--- src/rtl/vga_frame_sched.sv ---
// vga_frame_sched: frame scheduler and pixel compositor between game logic and
// the VGA timing driver.
//   - Detects the last visible pixel and raises a registered frame_end pulse.
//   - Opens one update window per frame (upd_req/upd_ack handshake) during
//     vertical blanking. Sprite positions are committed only on upd_ack, and
//     only while the window is open.
//   - Composites player / obstacle / background colours combinationally from
//     posx/posy. Reports player/obstacle overlap once per frame.
// Ports:
//   vga_clk, rst            pixel clock, async active-high reset
//   posx, posy              raster position from driver (0 outside display)
//   pause                   suppresses new update requests
//   clr_ovr                 clears the sticky overrun flag
//   upd_ack, new_*          ack pulse with the next sprite positions
//   upd_req                 update request to game logic
//   rgb_data                composited pixel colour
//   frame_cnt               completed frame count (wraps)
//   collide                 overlap seen during the last completed frame
//   overrun                 sticky: a window closed without an ack
module vga_frame_sched #(
    parameter int         H_LAST   = 640,
    parameter int         V_LAST   = 490,
    parameter int         SPR_W    = 16,
    parameter int         SPR_H    = 16,
    parameter int         WINDOW   = 24000,
    parameter logic [2:0] P_COLOR  = 3'b010,
    parameter logic [2:0] O_COLOR  = 3'b100,
    parameter logic [2:0] BG_COLOR = 3'b001
) (
    input  logic        vga_clk,
    input  logic        rst,
    input  logic [9:0]  posx,
    input  logic [9:0]  posy,
    input  logic        pause,
    input  logic        clr_ovr,
    input  logic        upd_ack,
    input  logic [9:0]  new_px,
    input  logic [9:0]  new_py,
    input  logic [9:0]  new_ox,
    input  logic [9:0]  new_oy,
    output logic        upd_req,
    output logic [2:0]  rgb_data,
    output logic [15:0] frame_cnt,
    output logic        collide,
    output logic        overrun
);

    localparam int CW = (WINDOW > 1) ? $clog2(WINDOW) : 1;

    typedef enum logic {IDLE, REQ} state_t;

    state_t        state;
    logic [CW-1:0] win_cnt;
    logic [9:0]    px, py, ox, oy;
    logic          frame_end;
    logic          hit;

    logic in_p, in_o, visible, overlap, last_px, timeout;

    // Box tests widened to 11 bits so a box placed near 1023 does not wrap.
    assign in_p = ({1'b0, posx} >= {1'b0, px}) && ({1'b0, posx} < ({1'b0, px} + 11'(SPR_W))) &&
                  ({1'b0, posy} >= {1'b0, py}) && ({1'b0, posy} < ({1'b0, py} + 11'(SPR_H)));
    assign in_o = ({1'b0, posx} >= {1'b0, ox}) && ({1'b0, posx} < ({1'b0, ox} + 11'(SPR_W))) &&
                  ({1'b0, posy} >= {1'b0, oy}) && ({1'b0, posy} < ({1'b0, oy} + 11'(SPR_H)));

    assign visible = (posx != 10'd0) && (posy != 10'd0) &&
                     (posx <= 10'(H_LAST)) && (posy <= 10'(V_LAST));
    assign overlap = in_p && in_o && visible;
    assign last_px = (posx == 10'(H_LAST)) && (posy == 10'(V_LAST));
    // Last cycle of the window; an ack in the same cycle takes precedence.
    assign timeout = (state == REQ) && (win_cnt == CW'(WINDOW - 1));

    always_comb begin
        rgb_data = BG_COLOR;
        if (posx == 10'd0 || posy == 10'd0) rgb_data = 3'b000;
        else if (in_p)                      rgb_data = P_COLOR;
        else if (in_o)                      rgb_data = O_COLOR;
    end

    always_ff @(posedge vga_clk or posedge rst) begin
        if (rst) begin
            state     <= IDLE;
            win_cnt   <= '0;
            upd_req   <= 1'b0;
            px        <= '0;
            py        <= '0;
            ox        <= '0;
            oy        <= '0;
            frame_end <= 1'b0;
            frame_cnt <= '0;
            collide   <= 1'b0;
            hit       <= 1'b0;
            overrun   <= 1'b0;
        end else begin
            frame_end <= last_px;

            // frame_cnt and collide change on the same edge that raises
            // frame_end, so the overlap of the last pixel itself still counts.
            if (last_px) begin
                frame_cnt <= frame_cnt + 16'd1;
                collide   <= hit || overlap;
                hit       <= 1'b0;
            end else if (overlap) begin
                hit <= 1'b1;
            end

            // Set wins over clear.
            overrun <= (timeout && !upd_ack) || (overrun && !clr_ovr);

            case (state)
                IDLE: begin
                    upd_req <= 1'b0;
                    win_cnt <= '0;
                    if (frame_end && !pause) begin
                        state   <= REQ;
                        upd_req <= 1'b1;
                    end
                end
                REQ: begin
                    if (upd_ack) begin
                        px      <= new_px;
                        py      <= new_py;
                        ox      <= new_ox;
                        oy      <= new_oy;
                        upd_req <= 1'b0;
                        state   <= IDLE;
                    end else if (timeout) begin
                        upd_req <= 1'b0;
                        state   <= IDLE;
                    end else begin
                        win_cnt <= win_cnt + 1'b1;
                    end
                end
                default: begin
                    state   <= IDLE;
                    upd_req <= 1'b0;
                end
            endcase
        end
    end

endmodule

--- config.mk ---
export PLATFORM = sky130hd
export DESIGN_NAME = vga_frame_sched
export DESIGN_NICKNAME = d
export VERILOG_FILES = /design/src/rtl/vga_frame_sched.sv
export SDC_FILE = /design/constraint.sdc
export NUM_CORES = 1
export LEC_CHECK = 0
export ABC_AREA = 1
export CORE_ASPECT_RATIO = 1.2
export CORE_MARGIN = 8
export CORE_UTILIZATION = 59
export CTS_CLUSTER_SIZE = 8
export DETAILED_ROUTE_END_ITERATION = 12
export PLACE_DENSITY = 0.86
export SLEW_MARGIN = 20
export SYNTH_ARGS = -nofsm -noshare
export SYNTH_HDL_FRONTEND = slang
export SYNTH_SLANG_ARGS = --single-unit
--- constraint.sdc ---
create_clock -name vga_clk -period 3.9 [get_ports vga_clk]
set_input_delay 0.39 -clock vga_clk [delete_from_list [all_inputs] [get_ports vga_clk]]
set_output_delay 0.39 -clock vga_clk [all_outputs]
set_load 0.01 [all_outputs]
Word-level counts from Yosys, hierarchy flattened
Index checks and enable logic that the tools add are counted.
Widths: inputs -> output; s select.
{ "totals": {"reg_bits": 77} }
{ "classes": {"add_sub_neg": 6, "magnitude_cmp": 10, "eq_ne": 6, "mux": 15, "bitwise": 1, "reduce_logical": 29} }
{ "ops": {"columns": ["operator", "count"], "rows": [
  ["$add 10x5->11 const B", 4],
  ["$lt 10x11->1", 4],
  ["$ge 10x10->1", 4],
  ["$mux 15", 2],
  ["$pmux 15 s2", 1],
  ["$logic_not 10->1", 2],
  ["$reduce_bool 10->1", 2],
  ["$add 16x1->16 const B", 1],
  ["$logic_and 1x1->1", 16],
  ["$add 15x1->15 const B", 1],
  ["$eq 15x15->1 const B", 1],
  ["$eq 10x10->1 const B", 1],
  ["$eq 10x9->1 const B", 1],
  ["$le 10x10->1 const B", 1],
  ["$le 10x9->1 const B", 1],
  ["$mux 3", 3],
  ["$mux 1", 7],
  ["$ne 2x2->1 const B", 2],
  ["$pmux 1 s2", 2],
  ["$reduce_and 2->1", 2],
  ["$logic_not 1->1", 3],
  ["$logic_or 1x1->1", 3],
  ["$ne 3x2->1 const B", 1],
  ["$reduce_bool 2->1", 1],
  ["$not 1->1", 1]
]} }

Longest topological paths before layout
Gate-level depths: netlist of the first run.
{ "logic_depth": {"depth_word": 9, "mapped_depth": 14, "depth_no_buf": 14} }

Least setup slack after synthesis of the first run
Ideal clock, no wire load.
{ "synth_timing": {"kind": "register -> output", "startpoint": "reg px[4]", "endpoint": "out rgb_data[0]", "arrival_time_ns": 1.874, "t_required_ns": 3.510, "setup_slack_ns": 1.636, "stages_incl_launch_ff": 12, "n_path_buf": 0, "cell_sequence": "dfrtp_1 -> ha_1 -> xnor2_1 -> ha_1 -> nand2_1 -> nor3b_1 -> nand2_1 -> a21oi_1 -> nor2_1 -> nand2_1 -> nand3_1 -> a31oi_1"} }
{ "synth_between": {"elab_chain_cells": 7, "elab_cells_between_ends": 8, "classes_between": "1 x add/sub; 2 x order compare; 2 x mux; 3 x reduce/logical"} }
{ "synth_lines": {"columns": ["item", "line", "rtl"], "rows": [
  ["start, declared", "54", "logic [9:0] px, py, ox, oy;"],
  ["start signal, assigned", "121", "px <= new_px;"],
  ["$add 10x5->11", "61", "assign in_p = ({1'b0, posx} >= {1'b0, px}) && ({1'b0, posx} < ({1'b0, px} + 11'(SPR_W))) &&"],
  ["$lt 10x11->1", "61", null],
  ["$logic_and 1x1->1 (*) (2 in series)", "61", null],
  ["$logic_and 1x1->1 (*)", "62", "({1'b0, posy} >= {1'b0, py}) && ({1'b0, posy} < ({1'b0, py} + 11'(SPR_H)));"],
  ["$mux 3 (*)", "76", "else if (in_p) rgb_data = P_COLOR;"],
  ["$mux 3 (*)", "75", "if (posx == 10'd0 || posy == 10'd0) rgb_data = 3'b000;"],
  ["end, declared", "42", "output logic [2:0] rgb_data,"]
]} }
Every way passes the cells marked *; elsewhere a longest branch is shown, timed or not.

Worst setup path in the final report of the first run
{ "layout_timing": {"startpoint": "reg oy[4]", "endpoint": "out rgb_data[2]"} }
{ "layout_between": {"elab_chain_cells": 6, "elab_cells_between_ends": 8, "classes_between": "1 x add/sub; 2 x order compare; 3 x mux; 2 x reduce/logical"} }
{ "layout_lines": {"columns": ["item", "line", "rtl"], "rows": [
  ["start, declared", "54", null],
  ["start signal, assigned", "124", "oy <= new_oy;"],
  ["$add 10x5->11 or $ge 10x10->1 (tied branches)", "64", "({1'b0, posy} >= {1'b0, oy}) && ({1'b0, posy} < ({1'b0, oy} + 11'(SPR_H)));"],
  ["$lt 10x11->1 or $logic_and 1x1->1 (tied branches)", "64, 63", null],
  ["$logic_and 1x1->1 (*)", "64", null],
  ["$mux 3 (*)", "77", "else if (in_o) rgb_data = O_COLOR;"],
  ["$mux 3 (*)", "76", null],
  ["$mux 3 (*)", "75", null]
]} }
Marks and branches as above.

==> results.ini, run 1 <==
[placement]
place_congestion=0.869
dpl_cell_area_um2=6630
dpl.hpwl_mm=10.8
port_buffers=86

[route]
first_iter_violations=246
postRouteAntennaNets=0
vias=5192
firstDrtPassIters=5
via_per_inst=5.47
wl_per_cell_um=14.9
drc=0
drt_wl_total_mm=14.1

[global_routing]
grt_max_degree=78
grt_pass1_vias=5370
antenna_found_initial=0
grt-ovfl-total=0
grt_usage=0.225
grt_pass1_wl_mm=23.9

[power_and_ir_drop]
p_leak_nw=3.63
p_int_mw=1.39
p_sw_frac=0.240
peakVddDrop_mv=0.215
p_seq_frac=0.438
powerDensity_nw_per_um2=263
combPwrFrac=0.102
switchingPower_uw=438
power_frac_clock=0.461

[setup_path]
worst-setup-path-type=reg -> out
ff2ff_setup_slack_ns=1.34
slowest_delay_ns=0.56
crit_path_start_kind=flop
path_max_fanout=4
critPathSlowestCell=clkdlybuf4s50_1
worstPathCellList=ha_1 -> nand3_1 -> xor2_1 -> ha_1 -> a21o_1 -> nand3_1 -> nand2_1 -> inv_1 -> nand2_1 -> nor2_1 -> nand3_1 -> nor2_1 -> clkdlybuf4s50_1
path_common_cell=nand3_1
critPathArrivalTime_ns=3.00
cp-end-kind=output port
critical_path_required_ns=3.51

[timing]
setup_tns_ns=0
drv_slew=0
worst_clock_skew_ns=0.00758
setup_viol=0
finalHoldViolCount=0
rsz0062_at_grt=no
fmaxAchievable_mhz=295
max-slew-margin-rel=0.656
worst_pin_slew_ns=0.515
period_share=0.869
fin_crit_ns=3.39

[logic_synthesis]
yosys_register_bits=77
synthCells=732
synth.cell_area_um2=5630
ys_warn_count=0
async_flop_share=1.00
synth_ff_type=dfrtp_1
yosysSeqAreaShare=0.342
synth_nets=867
synth-edff-count=0
synth_area_per_cell_um2=7.69
synth.distinct_cells=42

[status]
outcome=complete, no violations

[floorplan]
design.die.area_um2=12900
core_um2=9420
rows=39
die_w_um=105
ioPinCount=87
initial_core_util=0.598
die_h_um=123

[clock_tree]
h-tree-depth=3
ctsLongestPathBuffers=2
worstSkewPairLatency_ns=0.34
path_clk_slew_ns=0.06
clock-sinks=77
cts_root_buffer=clkbuf_16
cts-buffers-inserted=9
cts_tree=done
cts.repair.resized=0
postCtsSetupBuffers=0
holdBufCountCts=0

[cells_and_area]
insertedDiodeCount=0
final_nets=957
areaGrowthSynthToFinish_pct=23.3
drive_gt1_frac=0.0568
final_area_um2=6940

[min_path]
min_path_type=in -> async

[run]
maxCapViolCount=0

metal layers:
metal,GRT usage,up-vias,wire length [um]
li1,-,2564,-
met1,0.249,2405,5830
met2,0.405,179,7090
met3,0.0485,44,816
met4,0.106,0,405
met5,0,-,0
synthesized netlist by cell type (2+ instances only):
cell type | count | area (um^2)
a21o_1 | 4 | 30.0
nand2_2 | 4 | 25.0
inv_2 | 3 | 11.3
xnor2_1 | 11 | 96.3
nand2_1 | 152 | 571
dfrtp_1 | 77 | 1930
nand4_1 | 14 | 87.6
o31ai_1 | 4 | 30.0
nor3b_1 | 2 | 15.0
nand3b_1 | 3 | 22.5
mux2_2 | 4 | 45.0
ha_1 | 70 | 876
a21oi_1 | 68 | 340
xor2_1 | 23 | 201
nor3_1 | 12 | 60.1
o21bai_1 | 4 | 30.0
buf_1 | 3 | 11.3
nor2_4 | 4 | 45.0
nor3_2 | 2 | 20.0
nand3_1 | 34 | 170
clkbuf_1 | 6 | 22.5
inv_1 | 107 | 402
nor2_1 | 85 | 319
o21ai_0 | 12 | 60.1
nor4_1 | 6 | 37.5
nand3_2 | 2 | 20.0
sequential cells by signal, summed over array words and instances, names as in the netlist:
signal / count
upd_req: 1
collide: 1
hit: 1
frame_end: 1
overrun: 1
py: 10
px: 10
state: 1
frame_cnt: 16
win_cnt: 15
oy: 10
ox: 10
cell type report:
class | count | area [um^2]
clock buffer | 10 | 229
clock inverter | 6 | 61.3
fill | 749 | 2470
inverter | 110 | 413
multi-input combinational | 535 | 3260
sequential | 77 | 1930
tap | 123 | 154
timing repair buffer | 89 | 903
power groups by stage:
| stage | sequential (mW) | clock [mW] | combinational, mW |
|---|---|---|---|
| 2_1_floorplan | 0.814 | 0 | 0.0763 |
| 3_3_place_gp | 0.814 | 0 | 0.172 |
| 3_5_place_dp | 0.814 | 0 | 0.179 |
| 4_1_cts | 0.799 | 0.856 | 0.182 |
| 5_1_grt | 0.798 | 0.893 | 0.207 |
| 6_report | 0.799 | 0.841 | 0.186 |
worst max-delay path: cells and delay by family (launching register included):
kind	cells	cell delay, ns
flops	1	0.42
compound gates	1	0.16
fa+ha+maj	2	0.55
xor+xnor	1	0.20
simple gates	7	0.72
buf+inv	2	0.60
cells in the final DEF, fill, tap and decap left out, types with 2 or more instances in the layout:
cell type / Yosys / routed
a21o_1: 4 / 4
a21oi_1: 68 / 68
buf_4: 0 / 2
clkbuf_16: 0 / 9
clkdlybuf4s50_1: 0 / 86
clkinv_2: 0 / 3
dfrtp_1: 77 / 77
ha_1: 70 / 70
inv_1: 107 / 106
inv_2: 3 / 4
mux2_2: 4 / 4
nand2_1: 152 / 151
nand2_2: 4 / 5
nand3_1: 34 / 34
nand3_2: 2 / 2
nand3b_1: 3 / 3
nand4_1: 14 / 14
nor2_1: 85 / 85
nor2_4: 4 / 4
nor3_1: 12 / 12
nor3_2: 2 / 2
nor3b_1: 2 / 2
nor4_1: 6 / 6
o21ai_0: 12 / 12
o21bai_1: 4 / 4
o31ai_1: 4 / 4
xnor2_1: 11 / 11
xor2_1: 23 / 23
final timing paths:
| kind | from | end | cells past startpoint |
|---|---|---|---|
| max | oy[4] | rgb_data[2] | 13 |
| min | rst | frame_cnt[2] | 3 |
| max reg2reg | oy[4] | collide | 14 |
| min reg2reg | frame_cnt[15] | frame_cnt[15] | 1 |
| max in group asynchronous | rst | px[7] | 4 |
| min in group vga_clk | frame_cnt[15] | frame_cnt[15] | 1 |
metrics by stage:
| step | hold slack [ns] | total power [mW] | setup slack (ns) | std cells | util |
|---|---|---|---|---|---|
| after CTS | 0.484 | 1.84 | 0.503 | 949 | 0.734 |
| final | 0.475 | 1.83 | 0.512 | 950 | 0.737 |
| after global placement | 0.465 | 0.986 | 0.803 | 933 | 0.703 |
| after floorplan | 0.482 | 0.890 | 1.54 | 732 | - |
| after detailed placement | 0.471 | 0.993 | 0.712 | 933 | 0.703 |
| after global routing | 0.522 | 1.90 | 0.264 | 950 | 0.737 |
logic make-up (layout without fill, tap and decap cells):
logic type                 count (synthesis)  in the layout  synth area share
and+or+nand+nor                          329            329             0.264
buffers and inverters                    120            215            0.0802
AOI/OAI and AO/OA                         97             97            0.0940
DFF                                       77             77             0.342
adders and majority gates                 70             70             0.156
xor gates and xnor gates                  35             35            0.0558
muxes                                      4              4           0.00800
Note: power is estimated with default switching activity, not from simulation.
==> run 2: changes to the inputs <==
--- a/config.mk
+++ b/config.mk
@@ -12,7 +12,7 @@
 export CTS_CLUSTER_SIZE = 8
 export DETAILED_ROUTE_END_ITERATION = 12
 export PLACE_DENSITY = 0.86
-export SLEW_MARGIN = 20
+export SLEW_MARGIN = 10
 export SYNTH_ARGS = -nofsm -noshare
 export SYNTH_HDL_FRONTEND = slang
 export SYNTH_SLANG_ARGS = --single-unit
==> run 2 against run 1 <==
Utilization is 0.29 points lower. Critical endpoint unchanged. Highest routed layer unchanged. Clock skew hardly changed. Final cell count is 0.11% lower.
==> results.ini, run 2 (synthesis results as in run 1) <==
[route]
drt_wl_total_mm=14.0
vias=5147
via_per_inst=5.42
first_iter_violations=232
met3WireLength_um=727
drc=0
wl_per_cell_um=14.8
met1Wirelength_mm=5.86
wl_met2_mm=7.06
routed.top_layer=met4
firstDrtPassIters=5
postRouteAntennaNets=0

[clock_tree]
postCtsSetupBuffers=0
ctsLongestPathBuffers=2
cts-buffers-inserted=9
clock-sinks=77
cts.repair.resized=0
holdBufCountCts=0
worstSkewPairLatency_ns=0.34
cts_root_buffer=clkbuf_16
h-tree-depth=3
path_clk_slew_ns=0.06
cts_tree=done

[cells_and_area]
nFillCells=758
final_nets=956
drive_gt1_frac=0.0557
top_regs=frame_cnt x16, win_cnt x15
layout_commonest_cell=nand2_1
areaGrowthSynthToFinish_pct=22.8
final_area_um2=6920
largest-register=frame_cnt
final_cell_mix=nand2_1 (151), inv_1 (106), clkdlybuf4s50_1 (86)
largest_reg_flops=16
insertedDiodeCount=0

[timing]
worst_clock_skew_ns=0.00794
drv_slew=0
setup_viol=0
fin_ws_ns=0.513
worst_pin_slew_ns=0.987
finalHoldViolCount=0
rsz0062_at_grt=no
setup_tns_ns=0
fin_crit_ns=3.39
period_share=0.868
fmaxAchievable_mhz=295
max-slew-margin-rel=0.342

[setup_path]
ff2ff_setup_slack_ns=1.34
worst-setup-path-type=reg -> out
crit_path_start_kind=flop
critical_path_required_ns=3.51
cp-end-kind=output port
critPathArrivalTime_ns=3.00
r2r_cells=14
path_max_fanout=4

[power_and_ir_drop]
powerDensity_nw_per_um2=264
p_leak_nw=3.62
peakVddDrop_mv=0.221

[run]
maxCapViolCount=0

[floorplan]
die_h_um=123
ioPinCount=87
rows=39
initial_core_util=0.598
core_um2=9420
design.die.area_um2=12900
die_w_um=105

[global_routing]
grt-ovfl-total=0
grt_pass1_vias=5370
grt_pass1_wl_mm=23.9
antenna_found_initial=0
grt_max_degree=78
grt_usage=0.225

[placement]
place_congestion=0.869
port_buffers=86
dpl.hpwl_mm=10.8
dp_slack_ns=0.712
dpl_cell_area_um2=6630

[min_path]
min_path_type=reg -> reg
hold_depth=1

[status]
outcome=complete, no violations

==> run 2: changes by cell type in the layout (fill, tap and decap cells not counted) <==
cell and delta:
buf_16 -1
==> run 2: worst max-delay path, stage by stage (launching register included) <==
cell	delay [ns]
dfrtp_1	0.42
ha_1	0.27
nand3_1	0.11
xor2_1	0.21
ha_1	0.28
a21o_1	0.16
nand3_1	0.07
nand2_1	0.05
inv_1	0.04
nand2_1	0.04
nor2_1	0.17
nand3_1	0.13
nor2_1	0.15
clkdlybuf4s50_1	0.56
==> run 2: path summary, 6_finish.rpt <==
check,start,to
setup / recovery,oy[4],rgb_data[2]
max in group asynchronous,rst,px[7]
setup reg to reg,oy[4],collide
min in group asynchronous,rst,overrun
hold / removal,frame_cnt[15],frame_cnt[15]
hold reg to reg,frame_cnt[15],frame_cnt[15]
==> run 2: final cells by class <==
class / count / area (um^2) / share of cell area
Clock buffer: 10 / 229 / 0.0331
Sequential cell: 77 / 1930 / 0.279
Multi-Input combinational cell: 535 / 3260 / 0.471
Timing Repair Buffer: 88 / 876 / 0.127
Inverter: 110 / 413 / 0.0597
Tap cell: 123 / 154 / 0.0223
Clock inverter: 6 / 61.3 / 0.00887
==> run 2: where the power goes <==
part	internal [mW]	switching, mW	total (mW)
clock network	0.495	0.348	0.843
registers	0.799	0.0000124	0.799
logic	0.0907	0.0915	0.182
==> run 2: per-layer routing <==
layer	track usage	vias up
met5	0	-
met4	0.106	0
met3	0.0485	34
met2	0.405	161
met1	0.249	2391
li1	-	2561
==> run 2: per-stage QoR <==
| stage | util | hold slack, ns | cells | power (mW) |
|---|---|---|---|---|
| 4_1_cts | 0.734 | 0.484 | 949 | 1.84 |
| 5_1_grt | 0.734 | 0.522 | 949 | 1.89 |
| 3_3_place_gp | 0.703 | 0.465 | 933 | 0.986 |
| 6_report | 0.734 | 0.475 | 949 | 1.82 |
| 3_5_place_dp | 0.703 | 0.471 | 933 | 0.993 |
| 2_1_floorplan | - | 0.482 | 732 | 0.890 |
